### config.mk
export PLATFORM = sky130hd
export DESIGN_NAME = nand_cmd_seq
export DESIGN_NICKNAME = d
export VERILOG_FILES = /design/src/rtl/nand_cmd_seq.sv
export SDC_FILE = /design/constraint.sdc
export NUM_CORES = 1
export LEC_CHECK = 0
export CELL_PAD_IN_SITES_DETAIL_PLACEMENT = 0
export CELL_PAD_IN_SITES_GLOBAL_PLACEMENT = 1
export CORE_ASPECT_RATIO = 0.8
export CORE_MARGIN = 2
export CORE_UTILIZATION = 42
export CTS_BUF_LIST = sky130_fd_sc_hd__clkbuf_4 sky130_fd_sc_hd__clkbuf_8
export CTS_CLUSTER_DIAMETER = 30
export DETAILED_ROUTE_END_ITERATION = 8
export GPL_TIMING_DRIVEN = 0
export MAX_ROUTING_LAYER = met4
export PLACE_DENSITY_LB_ADDON = 0.05
export SLEW_MARGIN = 40
export SYNTH_ARGS = -nofsm -noshare
export SYNTH_HDL_FRONTEND = slang
export SYNTH_SLANG_ARGS = --single-unit
### constraint.sdc
create_clock -name cpld_50m_clk -period 3.5 [get_ports cpld_50m_clk]
set_input_delay 0.7 -clock cpld_50m_clk [delete_from_list [all_inputs] [get_ports cpld_50m_clk]]
set_output_delay 0.7 -clock cpld_50m_clk [all_outputs]
set_load 0.02 [all_outputs]
### src/rtl/nand_cmd_seq.sv
// ----------------------------------------------------------------------------
// nand_cmd_seq
//   Issues one NAND command sequence: CMD1, 0..5 address cycles, an optional
//   confirm command (CMD2), then an optional wait for R/B# with a timeout.
//   The first bus cycle is preceded by one set-up clock with CE#/CLE/data
//   valid and WE# high. Every bus cycle is TWP clocks WE# low followed by
//   TWH clocks WE# high, with CLE/ALE/DQ held for the whole cycle.
//
// Ports
//   cpld_50m_clk    : clock, everything on the rising edge
//   cpld_rst_n_50m  : asynchronous active-low reset
//   tick_en         : timeout prescale strobe (one count per high clock)
//   start           : command request, sampled only when idle
//   cmd1/cmd2       : first / confirm command bytes
//   cmd2_en         : send cmd2 after the address cycles
//   addr/addr_num   : address bytes (addr[7:0] first) and their count
//   busy_wait       : wait for R/B# after the last bus cycle
//   to_dly          : busy timeout in tick_en counts
//   rb_n            : NAND ready/busy, asynchronous to the clock
//   nand_*          : NAND bus outputs (all registered)
//   busy/done       : sequence active / one-clock completion pulse
//   timeout_err     : sticky R/B# timeout flag, cleared by the next start
// ----------------------------------------------------------------------------
module nand_cmd_seq #(
  parameter int TWP     = 2,
  parameter int TWH     = 2,
  parameter int TWB     = 5,
  parameter int TO_SIZE = 16
) (
  input  logic               cpld_50m_clk,
  input  logic               cpld_rst_n_50m,
  input  logic               tick_en,
  input  logic               start,
  input  logic [7:0]         cmd1,
  input  logic [7:0]         cmd2,
  input  logic               cmd2_en,
  input  logic [39:0]        addr,
  input  logic [2:0]         addr_num,
  input  logic               busy_wait,
  input  logic [TO_SIZE-1:0] to_dly,
  input  logic               rb_n,
  output logic               nand_ce_n,
  output logic               nand_cle,
  output logic               nand_ale,
  output logic               nand_we_n,
  output logic [7:0]         nand_dq_o,
  output logic               nand_dq_oe,
  output logic               busy,
  output logic               done,
  output logic               timeout_err
);

  typedef enum logic [2:0] {
    S_IDLE, S_CMD1, S_ADDR, S_CMD2, S_TWBW, S_WAITRB, S_FIN
  } state_t;

  localparam logic [3:0] PH_LO_LAST = 4'(TWP - 1);
  localparam logic [3:0] PH_HI_LAST = 4'(TWH - 1);
  localparam logic [3:0] TWB_LAST   = 4'(TWB - 1);

  state_t               r_state;
  logic                 r_rb_meta;
  logic                 r_rb_s;
  logic [7:0]           r_cmd2;
  logic                 r_cmd2_pend;   // cmd2 still to be sent
  logic [39:0]          r_addr;        // shifts right one byte per ADDR cycle
  logic [2:0]           r_addr_left;   // ADDR cycles still to be sent
  logic                 r_busy_wait;
  logic [TO_SIZE-1:0]   r_to_dly;
  logic [TO_SIZE-1:0]   r_to_cnt;
  logic [3:0]           r_ph_cnt;      // clocks spent in the current WE# phase
  logic                 r_setup;       // set-up clock before the first WE# fall
  logic [3:0]           r_twb_cnt;
  logic                 r_ce_n;
  logic                 r_cle;
  logic                 r_ale;
  logic                 r_we_n;
  logic [7:0]           r_dq;
  logic                 r_oe;
  logic                 r_busy;
  logic                 r_done;
  logic                 r_terr;

  logic [2:0]           w_addr_num_clip;

  assign w_addr_num_clip = (addr_num > 3'd5) ? 3'd5 : addr_num;

  // Two-flop synchroniser for the asynchronous R/B# pin.
  // NOTE: sequential state is always assigned with <= so every flop samples
  // the pre-edge value of its neighbours, exactly like the hardware.
  always_ff @(posedge cpld_50m_clk or negedge cpld_rst_n_50m) begin
    if (!cpld_rst_n_50m) begin
      r_rb_meta <= 1'b0;
      r_rb_s    <= 1'b0;
    end else begin
      r_rb_meta <= rb_n;
      r_rb_s    <= r_rb_meta;
    end
  end

  always_ff @(posedge cpld_50m_clk or negedge cpld_rst_n_50m) begin
    if (!cpld_rst_n_50m) begin
      // NOTE: every register here is a small control flop, so all of them get
      // an asynchronous reset; there is no storage array that would need to
      // stay unreset.
      r_state     <= S_IDLE;
      r_cmd2      <= 8'h00;
      r_cmd2_pend <= 1'b0;
      r_addr      <= '0;
      r_addr_left <= 3'd0;
      r_busy_wait <= 1'b0;
      r_to_dly    <= '0;
      r_to_cnt    <= '0;
      r_ph_cnt    <= 4'd0;
      r_setup     <= 1'b0;
      r_twb_cnt   <= 4'd0;
      r_ce_n      <= 1'b1;
      r_cle       <= 1'b0;
      r_ale       <= 1'b0;
      r_we_n      <= 1'b1;
      r_dq        <= 8'h00;
      r_oe        <= 1'b0;
      r_busy      <= 1'b0;
      r_done      <= 1'b0;
      r_terr      <= 1'b0;
    end else begin
      r_done <= 1'b0;
      case (r_state)
        S_IDLE: begin
          if (start) begin
            r_state     <= S_CMD1;
            r_ce_n      <= 1'b0;
            r_busy      <= 1'b1;
            r_terr      <= 1'b0;
            r_cle       <= 1'b1;
            r_ale       <= 1'b0;
            r_dq        <= cmd1;
            r_oe        <= 1'b1;
            r_we_n      <= 1'b1;
            r_setup     <= 1'b1;
            r_ph_cnt    <= 4'd0;
            r_cmd2      <= cmd2;
            r_cmd2_pend <= cmd2_en;
            r_addr      <= addr;
            r_addr_left <= w_addr_num_clip;
            r_busy_wait <= busy_wait;
            r_to_dly    <= to_dly;
          end
        end

        // All three bus states share one WE# engine; the state only records
        // which kind of cycle is on the bus.
        S_CMD1, S_ADDR, S_CMD2: begin
          if (r_setup) begin
            r_setup  <= 1'b0;
            r_we_n   <= 1'b0;
            r_ph_cnt <= 4'd0;
          end else if (!r_we_n) begin
            if (r_ph_cnt == PH_LO_LAST) begin
              r_we_n   <= 1'b1;
              r_ph_cnt <= 4'd0;
            end else begin
              r_ph_cnt <= r_ph_cnt + 4'd1;
            end
          end else if (r_ph_cnt != PH_HI_LAST) begin
            r_ph_cnt <= r_ph_cnt + 4'd1;
          end else begin
            // End of a bus cycle: CLE/ALE/DQ change together with the next
            // WE# fall, so they never move while WE# is rising.
            r_ph_cnt <= 4'd0;
            if (r_addr_left != 3'd0) begin
              r_state     <= S_ADDR;
              r_we_n      <= 1'b0;
              r_cle       <= 1'b0;
              r_ale       <= 1'b1;
              r_dq        <= r_addr[7:0];
              r_addr      <= r_addr >> 8;
              r_addr_left <= r_addr_left - 3'd1;
            end else if (r_cmd2_pend) begin
              r_state     <= S_CMD2;
              r_we_n      <= 1'b0;
              r_cle       <= 1'b1;
              r_ale       <= 1'b0;
              r_dq        <= r_cmd2;
              r_cmd2_pend <= 1'b0;
            end else begin
              r_cle <= 1'b0;
              r_ale <= 1'b0;
              r_dq  <= 8'h00;
              r_oe  <= 1'b0;
              if (r_busy_wait) begin
                r_state   <= S_TWBW;
                r_twb_cnt <= 4'd0;
              end else begin
                r_state <= S_FIN;
                r_done  <= 1'b1;
                r_ce_n  <= 1'b1;
                r_busy  <= 1'b0;
              end
            end
          end
        end

        // R/B# is not valid until tWB after the last WE# rise.
        S_TWBW: begin
          if (r_twb_cnt == TWB_LAST) begin
            r_state  <= S_WAITRB;
            r_to_cnt <= '0;
          end else begin
            r_twb_cnt <= r_twb_cnt + 4'd1;
          end
        end

        // Ready wins over a timeout in the same clock; the counter only
        // advances while below to_dly, so it saturates instead of wrapping.
        S_WAITRB: begin
          if (r_rb_s) begin
            r_state <= S_FIN;
            r_done  <= 1'b1;
            r_ce_n  <= 1'b1;
            r_busy  <= 1'b0;
          end else if (r_to_cnt >= r_to_dly) begin
            r_state <= S_FIN;
            r_done  <= 1'b1;
            r_ce_n  <= 1'b1;
            r_busy  <= 1'b0;
            r_terr  <= 1'b1;
          end else if (tick_en) begin
            r_to_cnt <= r_to_cnt + TO_SIZE'(1);
          end
        end

        S_FIN:   r_state <= S_IDLE;
        default: r_state <= S_IDLE;
      endcase
    end
  end

  assign nand_ce_n   = r_ce_n;
  assign nand_cle    = r_cle;
  assign nand_ale    = r_ale;
  assign nand_we_n   = r_we_n;
  assign nand_dq_o   = r_dq;
  assign nand_dq_oe  = r_oe;
  assign busy        = r_busy;
  assign done        = r_done;
  assign timeout_err = r_terr;

endmodule

==> reports/results.ini, run 1 <==
[status]
status = completed

[die]
die_y_um = 108.0
io_pins = 98
fp-row-count = 37
start_util = 0.4361
coreArea_mm2 = 0.01301
die_w_um = 133.9
dieArea_mm2 = 0.01446

[synthesis]
syn_nets = 719
async_flop_share = 1.000
synth_edf_count = 0
yosysSeqAreaShare = 0.5077
syn-instance-count = 614
synth_top_flop_cell = dfrtp_1
yosys_register_bits = 115
yosys_warnings = 0
ys_types = 58
avgSynthCellArea_um2 = 9.239
synth_area_mm2 = 0.005673

[timing]
layout_setup_ws_ps = 306.1
skew_ps = 8.091
setup_viol = 0
slew-limit-headroom = 0.4806
period_minus_slack_ps = 3194
worst_pin_slew_ps = 773.2
fmax_mhz = 313.1
finalCritPeriodShare = 0.9126
rsz0062_at_grt = no
finalHoldViolCount = 0
final.setup.tns_ps = 0
drv_slew = 0

[clock_tree]
cts_hold_buf = 0
clock_latency_ps = 430
cts_max_level = 4
cts-root-buf = clkbuf_8
clockBufferDepth = 2
cts_tree = done
post_cts.repair.setup_buffers = 0
cts.reportedPaths.clkPinSlew_ps = 70
cts-resized-gates = 0
cts_sinks = 115
numCtsBuffers = 17

[critical_path]
cp_max_fo = 10
r2r_setup_slack_ps = 480
critical_path_depth = 8
cpMostUsedCell = clkbuf_1
criticalPathCategory = in -> reg
endpoint = r_addr[0]$_DFFE_PN0P_
cp-end-kind = flop
reg2reg_to = r_to_cnt[14]$_DFFE_PN0P_
crit_required_ps = 3770
path_delay_family = buffers and inverters
max_stage_delay_ps = 540
cp_slowest_cell = clkdlybuf4s50_1
crit_chain = clkdlybuf4s50_1, and2b_2, and2_1, clkbuf_1, a2bb2oi_1, clkbuf_1, buf_1, a31oi_1
critPathLaunch = start
reg2regPathDepth = 9
startpoint_type = input pin
r2r-start = r_to_cnt[0]$_DFFE_PN0P_
critPathBufInv = 4
arrival_ps = 3460

[grt]
antenna_found_initial = 0
grt_pass1_wl_um = 24320
track_usage = 0.2223
grt.overflow.total = 0
grt_pass1_vias = 4720
grt_max_degree = 59

[routing]
dr_wl_met3_um = 885
dr.first_iter.drc_count = 305
wirelength_met1_um = 7818
vias = 4853
wl_met2_um = 5888
totalWireLength_um = 14720
vias_per_cell = 5.275
ant_nets = 0
drt_first_pass_iters = 5
post_drt_wl_per_cell_um = 16.00
routed.top_layer = met4
route.detailed.drc = 0

[place]
post-place-ws_ps = -186.6
io_buffers = 97
place_congestion = 0.8365
place_hpwl_um = 10920

[final_layout]
fin_nets = 836
syn_to_final_growth_pct = 28.54
drive_above_1_share = 0.08199
mostFrequentLayoutCell = nand2_1
final_cell_mix = nand2_1, dfrtp_1, clkdlybuf4s50_1, nor2_1, o21ai_0

[min_path]
hold_class = in -> async

[power]
p_leak_uw = 0.003114
p_per_area_mw_per_mm2 = 837.9
vdd_ir_drop_max_uv = 360.3

[flow_run]
drv_cap = 0

## cell usage after synthesis, drive strengths merged (2+ instances only)
master,number,share of area
a2111oi,2,0.0042
a21o,3,0.0040
a21oi,37,0.033
a22o,2,0.0031
a311o,2,0.0035
a31oi,33,0.036
a32o,9,0.018
and2,2,0.0022
and3,3,0.0033
and3b,2,0.0031
buf,7,0.0053
clkbuf,27,0.018
dfrtp,113,0.50
dfstp,2,0.0093
ha,23,0.051
inv,29,0.019
mux2,12,0.024
mux2i,3,0.0053
nand2,119,0.079
nand2b,3,0.0033
nand3,16,0.014
nand3b,3,0.0040
nand4,5,0.0055
nand4b,2,0.0031
nor2,58,0.038
nor2b,2,0.0022
nor3,3,0.0026
nor3b,2,0.0046
nor4,6,0.0066
o21a,2,0.0026
o21ai,47,0.041
o22ai,2,0.0022
o31ai,3,0.0040
or2,2,0.0022
or3,6,0.0066
xnor2,5,0.0077
## area by class of cell
type                    instances  area, um2
fillers                      1187       5717
well taps                     175      219.0
diodes                          1      2.502
clock inverters                 6      55.05
flip-flops and latches        115       2880
repair buffers                 98       1003
plain buffers                  34      131.4
clock buffers                  26      320.3
multi-input cells             436       2571
inverters                      29      108.9
## per-stage QoR
stage | hold WS [ps] | util | area [um2] | instances | total power, uW
after floorplan | 331.2 | - | 5673 | 614 | 4006
after global placement | 334.0 | 0.5276 | 6863 | 886 | 4863
after detailed placement | 340.2 | 0.5315 | 6914 | 887 | 4961
after CTS | 200.4 | 0.5604 | 7289 | 919 | 6147
after global routing | 201.3 | 0.5604 | 7289 | 919 | 6629
final | 199.0 | 0.5605 | 7292 | 920 | 6110
## state kept, by name, summed over array words and instances (netlist names), 4 cells and up
signal / cells
r_to_cnt: 16
r_twb_cnt: 4
r_cmd2: 8
r_addr: 40
r_ph_cnt: 4
nand_dq_o: 8
r_to_dly: 16
## layer usage
layer / vias up / global-route usage
li1: 2391 / -
met1: 2324 / 0.3389
met2: 130 / 0.2927
met3: 8 / 0.05532
met4: 0 / 0.05395
met5: - / -
## where the power goes
group          leakage, uW  internal [uW]  switching [uW]
clock network     0.000205            659             518
logic              0.00152           1070            1670
registers          0.00139           1880             309
## worst min path at each step
stage,start,endpoint,slack (ps),cells past startpoint
floorplan,r_rb_meta$_DFF_PN0_,r_rb_s$_DFF_PN0_,330,0
CTS,cpld_rst_n_50m,r_twb_cnt[3]$_DFFE_PN0P_,200,1
finish,cpld_rst_n_50m,r_to_dly[2]$_DFFE_PN0P_,200,1
detailed placement,r_rb_meta$_DFF_PN0_,r_rb_s$_DFF_PN0_,340,0
global placement,r_rb_meta$_DFF_PN0_,r_rb_s$_DFF_PN0_,330,0
global route,cpld_rst_n_50m,r_to_dly[2]$_DFFE_PN0P_,200,1
## cell families (layout without fill, tap and decap cells)
| family | count (synthesis) | after routing | synth area share |
|---|---|---|---|
| xor gates and xnor gates | 6 | 6 | 0.009263 |
| and+or+nand+nor | 241 | 241 | 0.1926 |
| muxes | 15 | 15 | 0.02911 |
| adders and majority gates | 23 | 23 | 0.05073 |
| buffers and inverters | 63 | 193 | 0.04234 |
| DFF | 115 | 115 | 0.5077 |
| other | 0 | 1 | 0 |
| AOI/OAI and AO/OA | 151 | 151 | 0.1683 |
(Power assumes the default switching activity.)
==> run 2: changes to the inputs <==
==> constraint.sdc (replaced) <==
create_clock -name cpld_50m_clk -period 3 [get_ports cpld_50m_clk]
set_input_delay 0.6 -clock cpld_50m_clk [delete_from_list [all_inputs] [get_ports cpld_50m_clk]]
set_output_delay 0.6 -clock cpld_50m_clk [all_outputs]
set_load 0.02 [all_outputs]
==> run 2 against run 1 <==
  * Clock skew up 1.0 ps
  * Via count down 0.23%
  * Core utilization increased by 0.21 points
  * Sequential share of layout area shrank 0.13 points
  * Non-clock buffer count shrank 1
  * Largest power group unchanged
  * Final area increased by 0.38%
  * First-iteration DRC count grew 12%
  * Die area stayed put
==> reports/results.ini, run 2 (synthesis results as in run 1) <==
[power]
p_leak_uw = 0.003123
p_per_area_mw_per_mm2 = 981.8
p_sw_frac = 0.4088
combPwrFrac = 0.453
vdd_ir_drop_max_uv = 422.7
clkPwrFrac = 0.191
p_int_uw = 4248
sequentialPowerShare = 0.355
switchingPower_uw = 2938

[critical_path]
r2r-start = r_to_cnt[13]$_DFFE_PN0P_
reg2regPathDepth = 7
cp_slowest_cell = or4b_1
cp_max_fo = 5
arrival_ps = 3180
cp-end-kind = flop
criticalPathCategory = reg -> reg
crit_required_ps = 3350
crit_chain = ha_1, a211o_1, o211ai_1, o21ai_0, or3_1, or4b_1, a21oi_1
max_stage_delay_ps = 530
startpoint_type = flop
r2r_setup_slack_ps = 170
reg2reg_to = r_to_cnt[3]$_DFFE_PN0P_

[timing]
skew_ps = 9.089
slew-limit-headroom = 0.4869
fin_hold_ws_ps = 99.85
rsz0062_at_grt = no
worst_pin_slew_ps = 763.8
final.setup.tns_ps = 0
setup_viol = 0
drv_slew = 0
period_minus_slack_ps = 2829
fmax_mhz = 353.4
layout_setup_ws_ps = 170.7
finalCritPeriodShare = 0.9431
finalHoldViolCount = 0

[place]
place_congestion = 0.8365
post-place-ws_ps = -586.6
io_buffers = 97
place_hpwl_um = 10920
placed_cells = 887

[final_layout]
largest_reg_flops = 40
mostFrequentLayoutCell = nand2_1
drive_above_1_share = 0.08883
fin_nets = 835
final_cells = 919
syn_to_final_growth_pct = 29.03
top_register = r_addr
post-route-util = 0.5627
final_cell_mix = nand2_1, dfrtp_1, clkdlybuf4s50_1, nor2_1, o21ai_0
largestRegisters = r_addr x40, r_to_cnt x16, r_to_dly x16

[clock_tree]
clockBufferDepth = 2
cts_tree = done
post_cts.repair.setup_buffers = 0
numCtsBuffers = 17
cts_max_level = 4
cts-root-buf = clkbuf_8
cts.reportedPaths.clkPinSlew_ps = 70
clock_latency_ps = 430
cts_sinks = 115

[routing]
drt_first_pass_iters = 5
totalWireLength_um = 14780
ant_nets = 0
route.detailed.drc = 0
dr.first_iter.drc_count = 343
vias = 4842
post_drt_wl_per_cell_um = 16.08
vias_per_cell = 5.269

[status]
status = completed

[grt]
grt_max_degree = 59
antenna_found_initial = 0
grt_pass1_wl_um = 24340
grt_pass1_vias = 4718
track_usage = 0.2225
grt.overflow.total = 0

[die]
dieArea_mm2 = 0.01446
io_pins = 98
coreArea_mm2 = 0.01301
start_util = 0.4361
die_w_um = 133.9
fp-row-count = 37
die_y_um = 108.0

[flow_run]
drv_cap = 0

[min_path]
hold_class = in -> async

## run 2: metal layers
| layer | track usage | share of wire | routed length [um] | vias to the layer above |
|---|---|---|---|---|
| met5 | - | 0 | 0 | - |
| met4 | 0.05395 | 0.0086 | 127 | 0 |
| met3 | 0.05532 | 0.054 | 798 | 8 |
| met2 | 0.2934 | 0.40 | 5893 | 130 |
| met1 | 0.3389 | 0.54 | 7956 | 2318 |
| li1 | - | - | - | 2386 |
## run 2: per-stage QoR
| stage | power [uW] | area, um2 |
|---|---|---|
| after global routing | 7785 | 7317 |
| after floorplan | 4674 | 5673 |
| after CTS | 7186 | 7292 |
| after detailed placement | 5788 | 6914 |
| after global placement | 5673 | 6863 |
| final | 7186 | 7320 |
## run 2: repair_timing
item / in CTS / in global routing
gates resized for setup: 2 / 4
hold buffers: 0 / 0
setup endpoints to repair: 18 / 20
## run 2: final cells by class
cell class | count | area, um2
clock buffers | 26 | 320.3
flip-flops and latches | 115 | 2882
plain buffers | 33 | 128.9
fillers | 1182 | 5689
diodes | 1 | 2.502
repair buffers | 98 | 1003
clock inverters | 6 | 55.05
inverters | 29 | 108.9
well taps | 175 | 219.0
multi-input cells | 436 | 2600
## run 2: worst max-delay path by stage
| stage | from | slack, ps | end |
|---|---|---|---|
| after floorplan | r_to_cnt[0]$_DFFE_PN0P_ | 380 | r_to_cnt[12]$_DFFE_PN0P_ |
| after global placement | cpld_rst_n_50m | -3230 | r_addr[3]$_DFFE_PN0P_ |
| after detailed placement | start | -590 | r_addr[3]$_DFFE_PN0P_ |
| after CTS | start | 140 | r_addr[24]$_DFFE_PN0P_ |
| after global routing | r_to_cnt[0]$_DFFE_PN0P_ | 30 | r_to_cnt[10]$_DFFE_PN0P_ |
| final | r_to_cnt[13]$_DFFE_PN0P_ | 170 | r_to_cnt[3]$_DFFE_PN0P_ |
## run 2: critical path: cells and delay by family, from the launching register on
| kind | cells | cell delay [ps] |
|---|---|---|
| simple gates | 2 | 1050 |
| compound gates | 4 | 980 |
| fa+ha+maj | 1 | 300 |
| flops | 1 | 420 |
## run 2: power by group through the flow
stage | clock network (uW) | registers, uW | logic [uW]
after detailed placement | 0 | 2580 | 3210
final | 1370 | 2550 | 3260
after global placement | 0 | 2560 | 3110
after floorplan | 0 | 2590 | 2090
after global routing | 1470 | 2630 | 3680
after CTS | 1400 | 2550 | 3230
